<file path="src/rtl/handshake_pkg.sv">
// Shared helpers for the handshake fabric blocks.
// Holds the width helper and the legal range for NUM_INPUTS.
package handshake_pkg;

  localparam int MIN_NUM_INPUTS = 2;
  localparam int MAX_NUM_INPUTS = 16;

  // Number of bits needed to encode n values, never below 1.
  function automatic int clog2_min1(input int n);
    int r;
    r = 0;
    for (int i = 0; i < 32; i++) begin
      if ((1 << r) < n) r = r + 1;
    end
    return (r < 1) ? 1 : r;
  endfunction

endpackage

</file>
<file path="src/rtl/handshake_rr_arbiter.sv">
// Combinational round-robin arbiter: first request at or above prio.
// Ports: req (requests), prio (pointer), grant (index), grant_valid.
module handshake_rr_arbiter
  import handshake_pkg::*;
#(
  parameter int N = 4,
  parameter int W = 2
) (
  input  logic [N-1:0] req,
  input  logic [W-1:0] prio,
  output logic [W-1:0] grant,
  output logic         grant_valid
);

  localparam logic [W:0] NW = (W + 1)'(N);

  logic [2*N-1:0] dbl;
  logic [N-1:0]   rot;
  logic [W:0]     off;
  logic [W:0]     sum;

  // rot[k] is the request of input (prio + k) mod N.
  assign dbl = {req, req} >> prio;
  assign rot = dbl[N-1:0];

  always_comb begin
    grant_valid = 1'b0;
    off = '0;
    // Scan downward so the smallest offset wins.
    for (int k = N - 1; k >= 0; k--) begin
      if (rot[k]) begin
        grant_valid = 1'b1;
        off = (W + 1)'(k);
      end
    end
    sum = {1'b0, prio} + off;
    if (sum >= NW) sum = sum - NW;
    grant = sum[W-1:0];
  end

endmodule

</file>
<file path="src/rtl/handshake_rr_control_merge.sv">
// Round-robin control merge: dataless tokens forked to outs and index.
// Ports: clk, rst (sync high), ins_valid/ins_ready, outs_*, index_*.
// Define HANDSHAKE_CMERGE_OREG_EN for a one-entry output register.
module handshake_rr_control_merge
  import handshake_pkg::*;
#(
  parameter int NUM_INPUTS  = 4,
  parameter int INDEX_WIDTH = 2
) (
  input  logic                   clk,
  input  logic                   rst,
  input  logic [NUM_INPUTS-1:0]  ins_valid,
  output logic [NUM_INPUTS-1:0]  ins_ready,
  output logic                   outs_valid,
  input  logic                   outs_ready,
  output logic [INDEX_WIDTH-1:0] index,
  output logic                   index_valid,
  input  logic                   index_ready
);

  if (NUM_INPUTS < MIN_NUM_INPUTS || NUM_INPUTS > MAX_NUM_INPUTS) begin : g_bad_n
    $error("NUM_INPUTS out of range");
  end
  if (INDEX_WIDTH < clog2_min1(NUM_INPUTS)) begin : g_bad_w
    $error("INDEX_WIDTH too small for NUM_INPUTS");
  end

  localparam logic [INDEX_WIDTH-1:0] LAST = INDEX_WIDTH'(NUM_INPUTS - 1);

  logic [INDEX_WIDTH-1:0] prio;
  logic [INDEX_WIDTH-1:0] arb_grant;
  logic                   arb_valid;

  handshake_rr_arbiter #(
    .N(NUM_INPUTS),
    .W(INDEX_WIDTH)
  ) u_arb (
    .req        (ins_valid),
    .prio       (prio),
    .grant      (arb_grant),
    .grant_valid(arb_valid)
  );

`ifdef HANDSHAKE_CMERGE_OREG_EN

  logic                   oreg_valid;
  logic [INDEX_WIDTH-1:0] oreg_idx;
  logic                   sent_outs;
  logic                   sent_index;
  logic                   outs_fire;
  logic                   index_fire;
  logic                   drain;
  logic                   load;

  assign outs_valid  = ~rst & oreg_valid & ~sent_outs;
  assign index_valid = ~rst & oreg_valid & ~sent_index;
  assign index       = oreg_idx;

  assign outs_fire  = outs_valid & outs_ready;
  assign index_fire = index_valid & index_ready;

  // The held token leaves once both channels have taken it.
  assign drain = oreg_valid
               & (sent_outs | outs_fire)
               & (sent_index | index_fire);

  // Refill in the same cycle the held token drains.
  assign load = ~rst & arb_valid & (~oreg_valid | drain);

  assign ins_ready = load ? (NUM_INPUTS'(1) << arb_grant) : '0;

  always_ff @(posedge clk) begin
    if (rst) begin
      prio       <= '0;
      oreg_valid <= 1'b0;
      oreg_idx   <= '0;
      sent_outs  <= 1'b0;
      sent_index <= 1'b0;
    end else if (load) begin
      oreg_valid <= 1'b1;
      oreg_idx   <= arb_grant;
      sent_outs  <= 1'b0;
      sent_index <= 1'b0;
      prio       <= (arb_grant == LAST) ? '0 : arb_grant + 1'b1;
    end else if (drain) begin
      oreg_valid <= 1'b0;
      sent_outs  <= 1'b0;
      sent_index <= 1'b0;
    end else begin
      sent_outs  <= sent_outs | outs_fire;
      sent_index <= sent_index | index_fire;
    end
  end

`else

  logic [INDEX_WIDTH-1:0] lock_idx;
  logic [INDEX_WIDTH-1:0] sel;
  logic                   locked;
  logic                   sent_outs;
  logic                   sent_index;
  logic                   present;
  logic                   outs_fire;
  logic                   index_fire;
  logic                   done_outs;
  logic                   done_index;
  logic                   complete;

  // A partly delivered token keeps its winner; readies never reach sel.
  assign sel     = locked ? lock_idx : arb_grant;
  assign present = ~rst & (locked | arb_valid);

  assign outs_valid  = present & ~sent_outs;
  assign index_valid = present & ~sent_index;
  assign index       = sel;

  assign outs_fire  = outs_valid & outs_ready;
  assign index_fire = index_valid & index_ready;
  assign done_outs  = sent_outs | outs_fire;
  assign done_index = sent_index | index_fire;
  assign complete   = present & done_outs & done_index;

  assign ins_ready = complete ? (NUM_INPUTS'(1) << sel) : '0;

  always_ff @(posedge clk) begin
    if (rst) begin
      prio       <= '0;
      locked     <= 1'b0;
      lock_idx   <= '0;
      sent_outs  <= 1'b0;
      sent_index <= 1'b0;
    end else if (complete) begin
      locked     <= 1'b0;
      sent_outs  <= 1'b0;
      sent_index <= 1'b0;
      prio       <= (sel == LAST) ? '0 : sel + 1'b1;
    end else if (outs_fire | index_fire) begin
      locked     <= 1'b1;
      lock_idx   <= sel;
      sent_outs  <= done_outs;
      sent_index <= done_index;
    end
  end

  // Upstream must hold valid on the input whose token is half delivered.
  a_lock_hold : assert property (
    @(posedge clk) disable iff (rst) locked |-> ins_valid[lock_idx]
  );

`endif

endmodule
</file>
<file path="config.mk">
export PLATFORM = sky130hd
export DESIGN_NAME = handshake_rr_control_merge
export DESIGN_NICKNAME = d
export VERILOG_FILES = /design/src/rtl/handshake_pkg.sv /design/src/rtl/handshake_rr_arbiter.sv /design/src/rtl/handshake_rr_control_merge.sv
export SDC_FILE = /design/constraint.sdc
export NUM_CORES = 1
export LEC_CHECK = 0
export ABC_AREA = 1
export ABC_CLOCK_PERIOD_IN_PS = 4900
export CAP_MARGIN = 30
export CELL_PAD_IN_SITES_DETAIL_PLACEMENT = 1
export CELL_PAD_IN_SITES_GLOBAL_PLACEMENT = 2
export CORE_MARGIN = 1.5
export CORE_UTILIZATION = 25
export DETAILED_ROUTE_END_ITERATION = 16
export PLACE_DENSITY_LB_ADDON = 0.1
export SLEW_MARGIN = 20
export SYNTH_ARGS = -nofsm -noshare
export SYNTH_HDL_FRONTEND = slang
export SYNTH_SLANG_ARGS = --single-unit
</file>
<file path="constraint.sdc">
create_clock -name clk -period 4.9 [get_ports clk]
set_clock_uncertainty 0.15 [all_clocks]
set_input_delay 1.47 -clock clk [delete_from_list [all_inputs] [get_ports clk]]
set_output_delay 1.47 -clock clk [all_outputs]
set_load 0.02 [all_outputs]
</file>
# [Yosys cells after proc, flatten, opt, wreduce, memory -nomap -nowiden]
# Cells that the tools add are included.
[totals] register_bits=7 in_bits=8 word_cells=41
[op_classes] addsub=3 n_lt_le_gt_ge=1 eq_ne=1 shifts=2 n_mux=12 n_bitwise=15 reduce_logical=2
[op_table] cell="$mux W2" count=7
[op_table] cell="$shr A8 B2 Y4" count=1
[op_table] cell="$and A1 B1 Y1" count=7
[op_table] cell="$mux W1" count=4
[op_table] cell="$mux W4" count=1
[op_table] cell="$not A1 Y1" count=4
[op_table] cell="$or A1 B1 Y1" count=4
[op_table] cell="$shl A1 B2 Y4 const A" count=1
[op_table] cell="$add A2 B2 Y3" count=1
[op_table] cell="$ge A3 B3 Y1 const B" count=1
[op_table] cell="$add A2 B1 Y2 const B" count=1
[op_table] cell="$eq A2 B2 Y1 const B" count=1
[op_table] cell="$reduce_and A2 Y1" count=1
[op_table] cell="$reduce_or A2 Y1" count=1
[op_table] cell="$sub A2 B1 Y2 const B" count=1

# [Longest topological paths before layout]
# Gate-level depths: netlist of the first run.
[logic_depth] depth_word=14 mapped_depth=16 ltp_nobuf=16

# [Modules after synthesis]
# Synthesis of the first run repeated with hierarchy kept, for this count alone.
[hier_totals] hier_cells=97 area_unflattened_um2=601.8
[by_module_without_submodules] mod="handshake_rr_control_merge" instances=1 cells_each=62 area_per_inst_um2=436.7 seq_area_each_um2=140.1
[by_module_without_submodules] mod="handshake_rr_arbiter" instances=1 cells_each=35 area_per_inst_um2=165.2 seq_area_each_um2=0.0

# [Least setup slack after synthesis of the first run]
# OpenSTA, ideal clock, no wires.
[synth_timing] path_type="input to output" from="input ins_valid[0]" to="output ins_ready[1]" arrival_time_ns=3.535 slack_ns=-0.255 cell_stages=12 n_path_buf=0 path_cell_list="nand2_1 nand2_1 nand2_1 nand2_1 a31oi_1 a21oi_1 ha_1 inv_1 o21ai_0 ha_1 inv_1 nor2_1"
[synth_rtl] element="start, declared" line="handshake_rr_control_merge.sv:12" source="input logic [NUM_INPUTS-1:0] ins_valid,"
[synth_rtl] element="$shr A8 B2 Y4 *" line="handshake_rr_arbiter.sv:23" source="assign dbl = {req, req} >> prio;"
[synth_rtl] element="$mux W2 (3 in series)" line="handshake_rr_arbiter.sv:31" source="if (rot[k]) begin"
[synth_rtl] element="$mux W2 *" line="handshake_rr_arbiter.sv:31"
[synth_rtl] element="$add A2 B2 Y3 *" line="handshake_rr_arbiter.sv:36" source="sum = {1'b0, prio} + off;"
[synth_rtl] element="$ge A3 B3 Y1 or $sub A2 B1 Y2 (tied branches)" line="handshake_rr_arbiter.sv:37" source="if (sum >= NW) sum = sum - NW;"
[synth_rtl] element="$mux W2 *" line="handshake_rr_arbiter.sv:37"
[synth_rtl] element="$mux W2 *" line="handshake_rr_control_merge.sv:110" source="assign sel = locked ? lock_idx : arb_grant;"
[synth_rtl] element="net index[0]" line="handshake_rr_control_merge.sv:16" source="output logic [INDEX_WIDTH-1:0] index,"
[synth_rtl] element="$shl A1 B2 Y4 *" line="handshake_rr_control_merge.sv:123" source="assign ins_ready = complete ? (NUM_INPUTS'(1) << sel) : '0;"
[synth_rtl] element="$mux W4 *" line="handshake_rr_control_merge.sv:123"
[synth_rtl] element="end, declared" line="handshake_rr_control_merge.sv:13" source="output logic [NUM_INPUTS-1:0] ins_ready,"
# Mark *: on every way through the listed nets, which the timed path passes. The rest lies on a longest branch.

# [Worst setup path after layout of the first run]
[layout_timing] from="input ins_valid[0]" to="output ins_ready[0]"
[layout_between] elab_chain_len=13
[layout_rtl] element="$shr A8 B2 Y4 *" line="handshake_rr_arbiter.sv:23"
[layout_rtl] element="branches (longest 11 deep; another with $add A2 B2 Y3)"
[layout_rtl] element="$mux W4 *" line="handshake_rr_control_merge.sv:123"
# Every way passes the cells marked *.

==> impl_metrics.tcl, run 1 <==
set metrics [dict create \
    outcome "finished, final reports clean" \
    holdWs_ns 0.3865 \
    hold_path_class "reg -> reg" \
    drtPass1Iterations 3 \
    finish.cell_count_without_fillers 188 \
    netSwitchingPower_mw 0.1247 \
    detailed_place.area_sq_um 1057 \
    tritoncts.num_buffers 3 \
    setup_total_negative_slack_ns 0 \
    effective_utilization_at_floorplan_pct 27.19 \
    reg2regPathDepth 19 \
    critical_path_peak_fanout 4 \
    cts-htree-levels 1 \
    syn-cell-area_sq_um 698.2 \
    achievable-frequency_mhz 211.0 \
    critical_path.n_buffers_inverters 5 \
    grt_setup_unrepaired "false" \
    finalInstanceArea_sq_um 1185 \
    yosysSeqAreaShare_pct 20.07 \
    global_route.overflow_total 0 \
    clock-root-buffer "sky130_fd_sc_hd__clkbuf_4" \
    placement_rows 18 \
    cts.sinks 7 \
    timing.critical_path.slowest_cell_delay_ns 0.20 \
    register_area_sq_um 140.1 \
    relSlewSlack_pct 76.43 \
    cts.path.max_buffers 2 \
    intPower_mw 0.1808 \
    cp_slowest_cell "sky130_fd_sc_hd__ha_2" \
    drive_gt1_share_pct 53.80 \
    min_period_over_period_pct 96.74 \
    number_of_buffers_added_on_ports 15 \
    num_vias 869 \
    destination_of_the_critical_timing_path "ins_ready[0]" \
    worst_setup_path_startpoint "ins_valid[0]" \
    crit_path_start_kind "primary input" \
    final_wl_mm 2.193 \
    dieArea_sq_um 3119 \
    cts.reportedPaths.clkPinSlew_ns 0.06 \
    timing_worst_slew_pin_value_ns 0.3531 \
    hpwlAfterDp_mm 1.625 \
    n_antenna_cell 0 \
    grt_antenna_before_repair 0 \
    max-cap-violations 0 \
    multi_input_area_sq_um 555.5 \
    synthesis_stage_register_bit_count 7 \
    ant_nets 0 \
    grt_pass1_wl_mm 3.788 \
    worstSkewPairLatency_ns 0.26 \
    avgViaCountPerCell 4.622 \
    pin_count_of_the_biggest_net_entering_global_routing 9 \
    synth_cell_type_count 21 \
    pwr-share-comb_pct 59.1 \
    yosysWarningCount 0 \
    slew_viol_final 0 \
    io_pins 16 \
    routedWlPerCell_um 11.66 \
    syn_nets 122 \
    vias_in_the_first_global_route 855 \
    syn-mean-instance-area_sq_um 6.405 \
    clock_power_share_pct 18.2 \
    worst_r2r_startpoint "prio[0]$_SDFFE_PP0P_" \
    period_minus_slack_ns 4.740 \
    timing.critical_path.cells "clkbuf_2 -> nand2_1 -> nand3_2 -> nand2_2 -> a31oi_1 -> a21oi_1 -> ha_2 -> inv_1 -> nand3_2 -> nand2_2 -> a21oi_4 -> inv_2 -> ha_2 -> inv_1 -> nor2_1 -> buf_4" \
    placed_cells_incl_taps 176 \
    p_leak_nw 0.6088 \
    cp_top_family "simple AND/OR/NAND/NOR gates" \
    cts_hold_buffers 0 \
    gp_congestion 0.8172 \
    num-fill-cells 352 \
    post_synthesis_cells 109 \
    hold_viol 0 \
    track_usage_pct 15.49 \
    drc 0 \
    netSwitchingFraction_pct 40.82 \
    rrSetupSlack_ns 2.27 \
    design.final.nets 172 \
    worst_ep_arrival_time_ns 3.12 \
    totalPowerFinal_mw 0.3055 \
    power.sequential.fraction_pct 22.7 \
    rr_endpoint "lock_idx[1]$_SDFFE_PP0P_" \
    floorplan.die.width_um 55.85 \
    die_y_um 55.85 \
    cts_tree "yes" \
    setup_violations 0 \
    ir_drop_mv 0.1557 \
    critical_path_cell_count 16 \
    core_area_sq_um 2567 \
    p_per_area_nw_per_um2 257.8 \
    critPathKind "in -> out" \
    cp.required_ns 3.28 \
    drt_iter0_markers 4 \
    end_kind "output pin" \
    area_growth_pct 69.71 \
]
## sequential cells by signal, indices dropped and copies added (netlist names)
| register | flops |
|---|---|
| locked | 1 |
| prio | 2 |
| sent_outs | 1 |
| lock_idx | 2 |
| sent_index | 1 |
## cell type report
type	instances	share of cell area, %
multi-input cells	80	46.88
inverters	21	6.864
well taps	30	3.168
repair buffers	46	29.04
flip-flops and latches	7	11.83
clock buffers	4	2.218
## layout by cell type (no fill, tap or decap), drive strengths merged, types with 5 or more instances in the layout
master and n:
ha 5, buf 36, dfxtp 7, inv 21, nand3 14, a21oi 6, nor2 12, clkbuf 10
nand2 34
## synth_stat cells
library cell / count / share of area [%]
sky130_fd_sc_hd__nand2_1: 27 / 15
sky130_fd_sc_hd__inv_1: 18 / 9.7
sky130_fd_sc_hd__nand3_1: 12 / 8.6
sky130_fd_sc_hd__nor2_1: 9 / 4.8
sky130_fd_sc_hd__dfxtp_1: 7 / 20
sky130_fd_sc_hd__a21oi_1: 5 / 3.6
sky130_fd_sc_hd__ha_1: 5 / 9.0
sky130_fd_sc_hd__nand2_4: 4 / 6.5
sky130_fd_sc_hd__inv_2: 3 / 1.6
sky130_fd_sc_hd__nand2_2: 3 / 2.7
sky130_fd_sc_hd__nand4_1: 3 / 2.7
sky130_fd_sc_hd__a31oi_1: 2 / 1.8
sky130_fd_sc_hd__nand3_2: 2 / 2.9
sky130_fd_sc_hd__nor2_2: 2 / 1.8
sky130_fd_sc_hd__a21oi_4: 1 / 2.3
sky130_fd_sc_hd__buf_2: 1 / 0.72
sky130_fd_sc_hd__nand3b_1: 1 / 1.1
sky130_fd_sc_hd__nor2_4: 1 / 1.6
sky130_fd_sc_hd__o21ai_0: 1 / 0.72
sky130_fd_sc_hd__o21ai_1: 1 / 0.72
sky130_fd_sc_hd__o21bai_4: 1 / 2.7
## repair_timing
action	4_1_cts	5_1_grt
buffers inserted	7	1
pin swaps	15	9
resized for setup	52	18
setup endpoints to repair	8	8
## through the flow
| stage | worst slack (ns) | utilization, % |
|---|---|---|
| 3_5_place_dp | -0.8221 | 41.18 |
| 4_1_cts | -0.004708 | 45.52 |
| 3_3_place_gp | -0.7488 | 41.18 |
| 6_report | 0.1598 | 46.15 |
| 5_1_grt | 0.01537 | 46.15 |
| 2_1_floorplan | 0.008888 | - |
## per-layer routing
| layer | GRT usage [%] | share of wire (%) | wire length, um | vias to the layer above |
|---|---|---|---|---|
| met3 | 3.953 | 3.6 | 80 | 2 |
| met5 | 0 | 0 | 0 | - |
| met4 | 4.082 | 0.87 | 19 | 0 |
| met2 | 25.51 | 47 | 1027 | 14 |
| li1 | - | - | - | 443 |
| met1 | 20.11 | 49 | 1065 | 410 |
## worst register-to-register path, stage by stage (launching register included)
cell,delay (ns)
sky130_fd_sc_hd__dfxtp_1,0.53
sky130_fd_sc_hd__inv_2,0.12
sky130_fd_sc_hd__nand2_2,0.12
sky130_fd_sc_hd__nand2_2,0.07
sky130_fd_sc_hd__nand2_2,0.06
sky130_fd_sc_hd__nand2_2,0.06
sky130_fd_sc_hd__buf_4,0.13
sky130_fd_sc_hd__buf_4,0.12
sky130_fd_sc_hd__buf_4,0.12
sky130_fd_sc_hd__buf_4,0.12
sky130_fd_sc_hd__buf_4,0.13
sky130_fd_sc_hd__nor2_4,0.11
sky130_fd_sc_hd__nand2_4,0.06
sky130_fd_sc_hd__nand2_4,0.09
sky130_fd_sc_hd__o21bai_4,0.08
sky130_fd_sc_hd__nand2_4,0.09
sky130_fd_sc_hd__buf_4,0.15
sky130_fd_sc_hd__nand2_4,0.06
sky130_fd_sc_hd__nor2_1,0.13
sky130_fd_sc_hd__nor2_2,0.05
## power groups by stage
stage          clock [mW]  combinational (mW)  sequential [mW]
4_1_cts            0.0589               0.176           0.0691
6_report           0.0556               0.180           0.0694
3_5_place_dp            0               0.156           0.0702
2_1_floorplan           0              0.0868           0.0670
5_1_grt            0.0616               0.202           0.0701
3_3_place_gp            0               0.152           0.0700
## how the worst min path moves through the flow
stage,start,end,cells past startpoint
6_report,lock_idx[0]$_SDFFE_PP0P_,lock_idx[0]$_SDFFE_PP0P_,4
4_1_cts,lock_idx[1]$_SDFFE_PP0P_,lock_idx[1]$_SDFFE_PP0P_,4
2_1_floorplan,lock_idx[0]$_SDFFE_PP0P_,lock_idx[0]$_SDFFE_PP0P_,4
5_1_grt,lock_idx[1]$_SDFFE_PP0P_,lock_idx[1]$_SDFFE_PP0P_,4
3_5_place_dp,lock_idx[1]$_SDFFE_PP0P_,lock_idx[1]$_SDFFE_PP0P_,4
3_3_place_gp,lock_idx[0]$_SDFFE_PP0P_,lock_idx[0]$_SDFFE_PP0P_,4
## logic make-up after synthesis
family                   share of synthesized area (%)
AO/OA/AOI/OAI                                    11.83
adder cells (fa/ha/maj)                          8.961
buffers and inverters                            12.01
flip-flops                                       20.07
AND/OR/NAND/NOR                                  47.13
(Power assumes the default switching activity.)
==> inputs of run 2 (changes only) <==
Settings changed: ABC_CLOCK_PERIOD_IN_PS 4900 to 4800, REMOVE_ABC_BUFFERS set to 1.
Clock period 4.9 ns to 4.8 ns, I/O delays scaled along.
==> run 2 against run 1 <==
  * Non-clock buffer count decreased by 2
  * Worst hold slack improved by 0.0012 ns
  * Global-route usage increased by 0.61 points
  * Largest cell class unchanged
==> impl_metrics.tcl, run 2 (synthesis results as in run 1) <==
set metrics [dict create \
    cts_tree "yes" \
    cts.path.max_buffers 2 \
    setup_violations 0 \
    avgViaCountPerCell 4.586 \
    rr_endpoint "lock_idx[1]$_SDFFE_PP0P_" \
    vias_in_the_first_global_route 872 \
    cts-htree-levels 1 \
    final_wl_mm 2.415 \
    dieArea_sq_um 3119 \
    most-common-layout-cells "sky130_fd_sc_hd__buf_4, sky130_fd_sc_hd__nand2_1, sky130_fd_sc_hd__inv_1" \
    grt_antenna_before_repair 0 \
    power.sequential.fraction_pct 21.7 \
    intPower_mw 0.1927 \
    num_vias 853 \
    pre_cts_ws_ns -0.7927 \
    worstSkewPairLatency_ns 0.25 \
    slew_viol_final 0 \
    post-route-worst-setup-slack_ns 0.07312 \
    netSwitchingPower_mw 0.1371 \
    end_kind "output pin" \
    placed_cells_incl_taps 174 \
    period_minus_slack_ns 4.727 \
    drive_gt1_share_pct 55.13 \
    finalInstanceArea_sq_um 1272 \
    reg2regPathDepth 19 \
    design.final.nets 170 \
    core_area_sq_um 2567 \
    tritoncts.num_buffers 3 \
    detailed_place.area_sq_um 1039 \
    pwr-share-comb_pct 61.3 \
    clock_power_share_pct 17.0 \
    biggestRegsByFlops "lock_idx (2), prio (2)" \
    drt_iter0_markers 9 \
    destination_of_the_critical_timing_path "ins_ready[0]" \
    netSwitchingFraction_pct 41.57 \
    io_pins 16 \
    totalPowerFinal_mw 0.3298 \
    min_period_over_period_pct 98.48 \
    relSlewSlack_pct 67.25 \
    worst_r2r_startpoint "prio[0]$_SDFFE_PP0P_" \
    drtPass1Iterations 4 \
    cts.sinks 7 \
    p_leak_nw 0.6514 \
    critical_path_peak_fanout 4 \
    achievable-frequency_mhz 211.6 \
    floorplan.die.width_um 55.85 \
    cts.reportedPaths.clkPinSlew_ns 0.05 \
    ir_drop_mv 0.1149 \
    placement_rows 18 \
    gp_congestion 0.7717 \
    rrSetupSlack_ns 1.96 \
    hold_viol 0 \
    max-cap-violations 0 \
    ant_nets 0 \
    worst_ep_arrival_time_ns 3.14 \
    effective_utilization_at_floorplan_pct 27.19 \
    leading_cell_type_in_the_layout_fill_and_taps_excluded "sky130_fd_sc_hd__buf_4" \
    pin_count_of_the_biggest_net_entering_global_routing 9 \
    routedWlPerCell_um 12.98 \
    cp.required_ns 3.21 \
    worst_setup_path_startpoint "ins_valid[2]" \
    area_growth_pct 82.26 \
    finish.cell_count_without_fillers 186 \
    track_usage_pct 16.10 \
    grt_setup_unrepaired "true" \
    crit_path_start_kind "primary input" \
    hold_path_class "reg -> reg" \
    grt_pass1_wl_mm 3.967 \
    number_of_buffers_added_on_ports 15 \
    n_antenna_cell 0 \
    timing_worst_slew_pin_value_ns 0.4905 \
    hpwlAfterDp_mm 1.650 \
    critPathKind "in -> out" \
    clock-root-buffer "sky130_fd_sc_hd__clkbuf_4" \
    outcome "finished, final reports clean" \
    drc 0 \
    p_per_area_nw_per_um2 259.2 \
    die_y_um 55.85 \
    global_route.overflow_total 0 \
]
==> run 2: changes by cell type in the layout (fill, tap and decap cells not counted), sizes merged <==
cell / change
clkbuf: -5
dlygate4sd2: +2
buf: +1
==> run 2: stage by stage <==
stage / hold WS (ns) / utilization (%) / TNS (ns)
floorplan: 0.3534 / - / -1.097
global placement: 0.3723 / 40.45 / -4.308
detailed placement: 0.3917 / 40.45 / -4.685
CTS: 0.3991 / 44.35 / 0
global route: 0.4310 / 49.56 / -0.09976
finish: 0.3877 / 49.56 / 0
==> run 2: what timing repair did <==
action | in CTS | in global routing
hold endpoints to repair | 0 | 0
gates cloned | 0 | 0
setup buffers | 8 | 0
pin swaps | 12 | 11
hold buffers | 0 | 0
endpoints found under the setup margin | 8 | 7
resized for setup | 58 | 34
==> run 2: worst min path at each step <==
stage                              from                        to  slack [ns]  cells past startpoint
6_report       lock_idx[0]$_SDFFE_PP0P_  lock_idx[0]$_SDFFE_PP0P_        0.39                      4
5_1_grt          sent_outs$_SDFFE_PP0P_    sent_outs$_SDFFE_PP0P_        0.43                      2
4_1_cts        lock_idx[0]$_SDFFE_PP0P_  lock_idx[0]$_SDFFE_PP0P_        0.40                      4
3_5_place_dp     sent_outs$_SDFFE_PP0P_    sent_outs$_SDFFE_PP0P_        0.39                      2
3_3_place_gp   lock_idx[0]$_SDFFE_PP0P_  lock_idx[0]$_SDFFE_PP0P_        0.37                      4
2_1_floorplan  lock_idx[0]$_SDFFE_PP0P_  lock_idx[0]$_SDFFE_PP0P_        0.35                      4
==> run 2: worst max-delay path: stages <==
cell and delay [ns]:
sky130_fd_sc_hd__buf_6 0.10, sky130_fd_sc_hd__nand2_2 0.09, sky130_fd_sc_hd__nand2_2 0.06, sky130_fd_sc_hd__nand2_1 0.06, sky130_fd_sc_hd__nand2_2 0.07, sky130_fd_sc_hd__a31oi_4 0.15
sky130_fd_sc_hd__a21oi_2 0.06, sky130_fd_sc_hd__ha_2 0.31, sky130_fd_sc_hd__inv_1 0.04, sky130_fd_sc_hd__o21ai_2 0.12, sky130_fd_sc_hd__buf_6 0.14, sky130_fd_sc_hd__inv_2 0.06
sky130_fd_sc_hd__ha_1 0.19, sky130_fd_sc_hd__inv_1 0.05, sky130_fd_sc_hd__nor2_1 0.04, sky130_fd_sc_hd__buf_4 0.15
==> run 2: cell type report <==
type                       instances  area (sq um)
fill                             343          1295
sequential                         7         140.1
tap                               30         37.54
multi-input combinational         80         620.6
inverter                          21         78.83
timing repair buffer              44         369.1
clock buffer                       4         26.28
==> run 2: power by group through the flow <==
| stage | clock network (mW) | logic [mW] | registers, mW |
|---|---|---|---|
| 2_1_floorplan | 0 | 0.0855 | 0.0695 |
| 3_3_place_gp | 0 | 0.149 | 0.0713 |
| 3_5_place_dp | 0 | 0.154 | 0.0715 |
| 4_1_cts | 0.0574 | 0.178 | 0.0707 |
| 5_1_grt | 0.0622 | 0.225 | 0.0727 |
| 6_report | 0.0559 | 0.202 | 0.0717 |
==> run 2: routing by layer <==
layer  up-vias  global-route usage, %  routed length [um]  part of all wire (%)
met5         -                      0                   0                     0
met4         0                  3.061                  10                  0.41
met3         2                  3.721                  69                   2.9
met2        13                  28.06                1210                    50
met1       396                  20.34                1123                    47
li1        442                      -                   -                     -
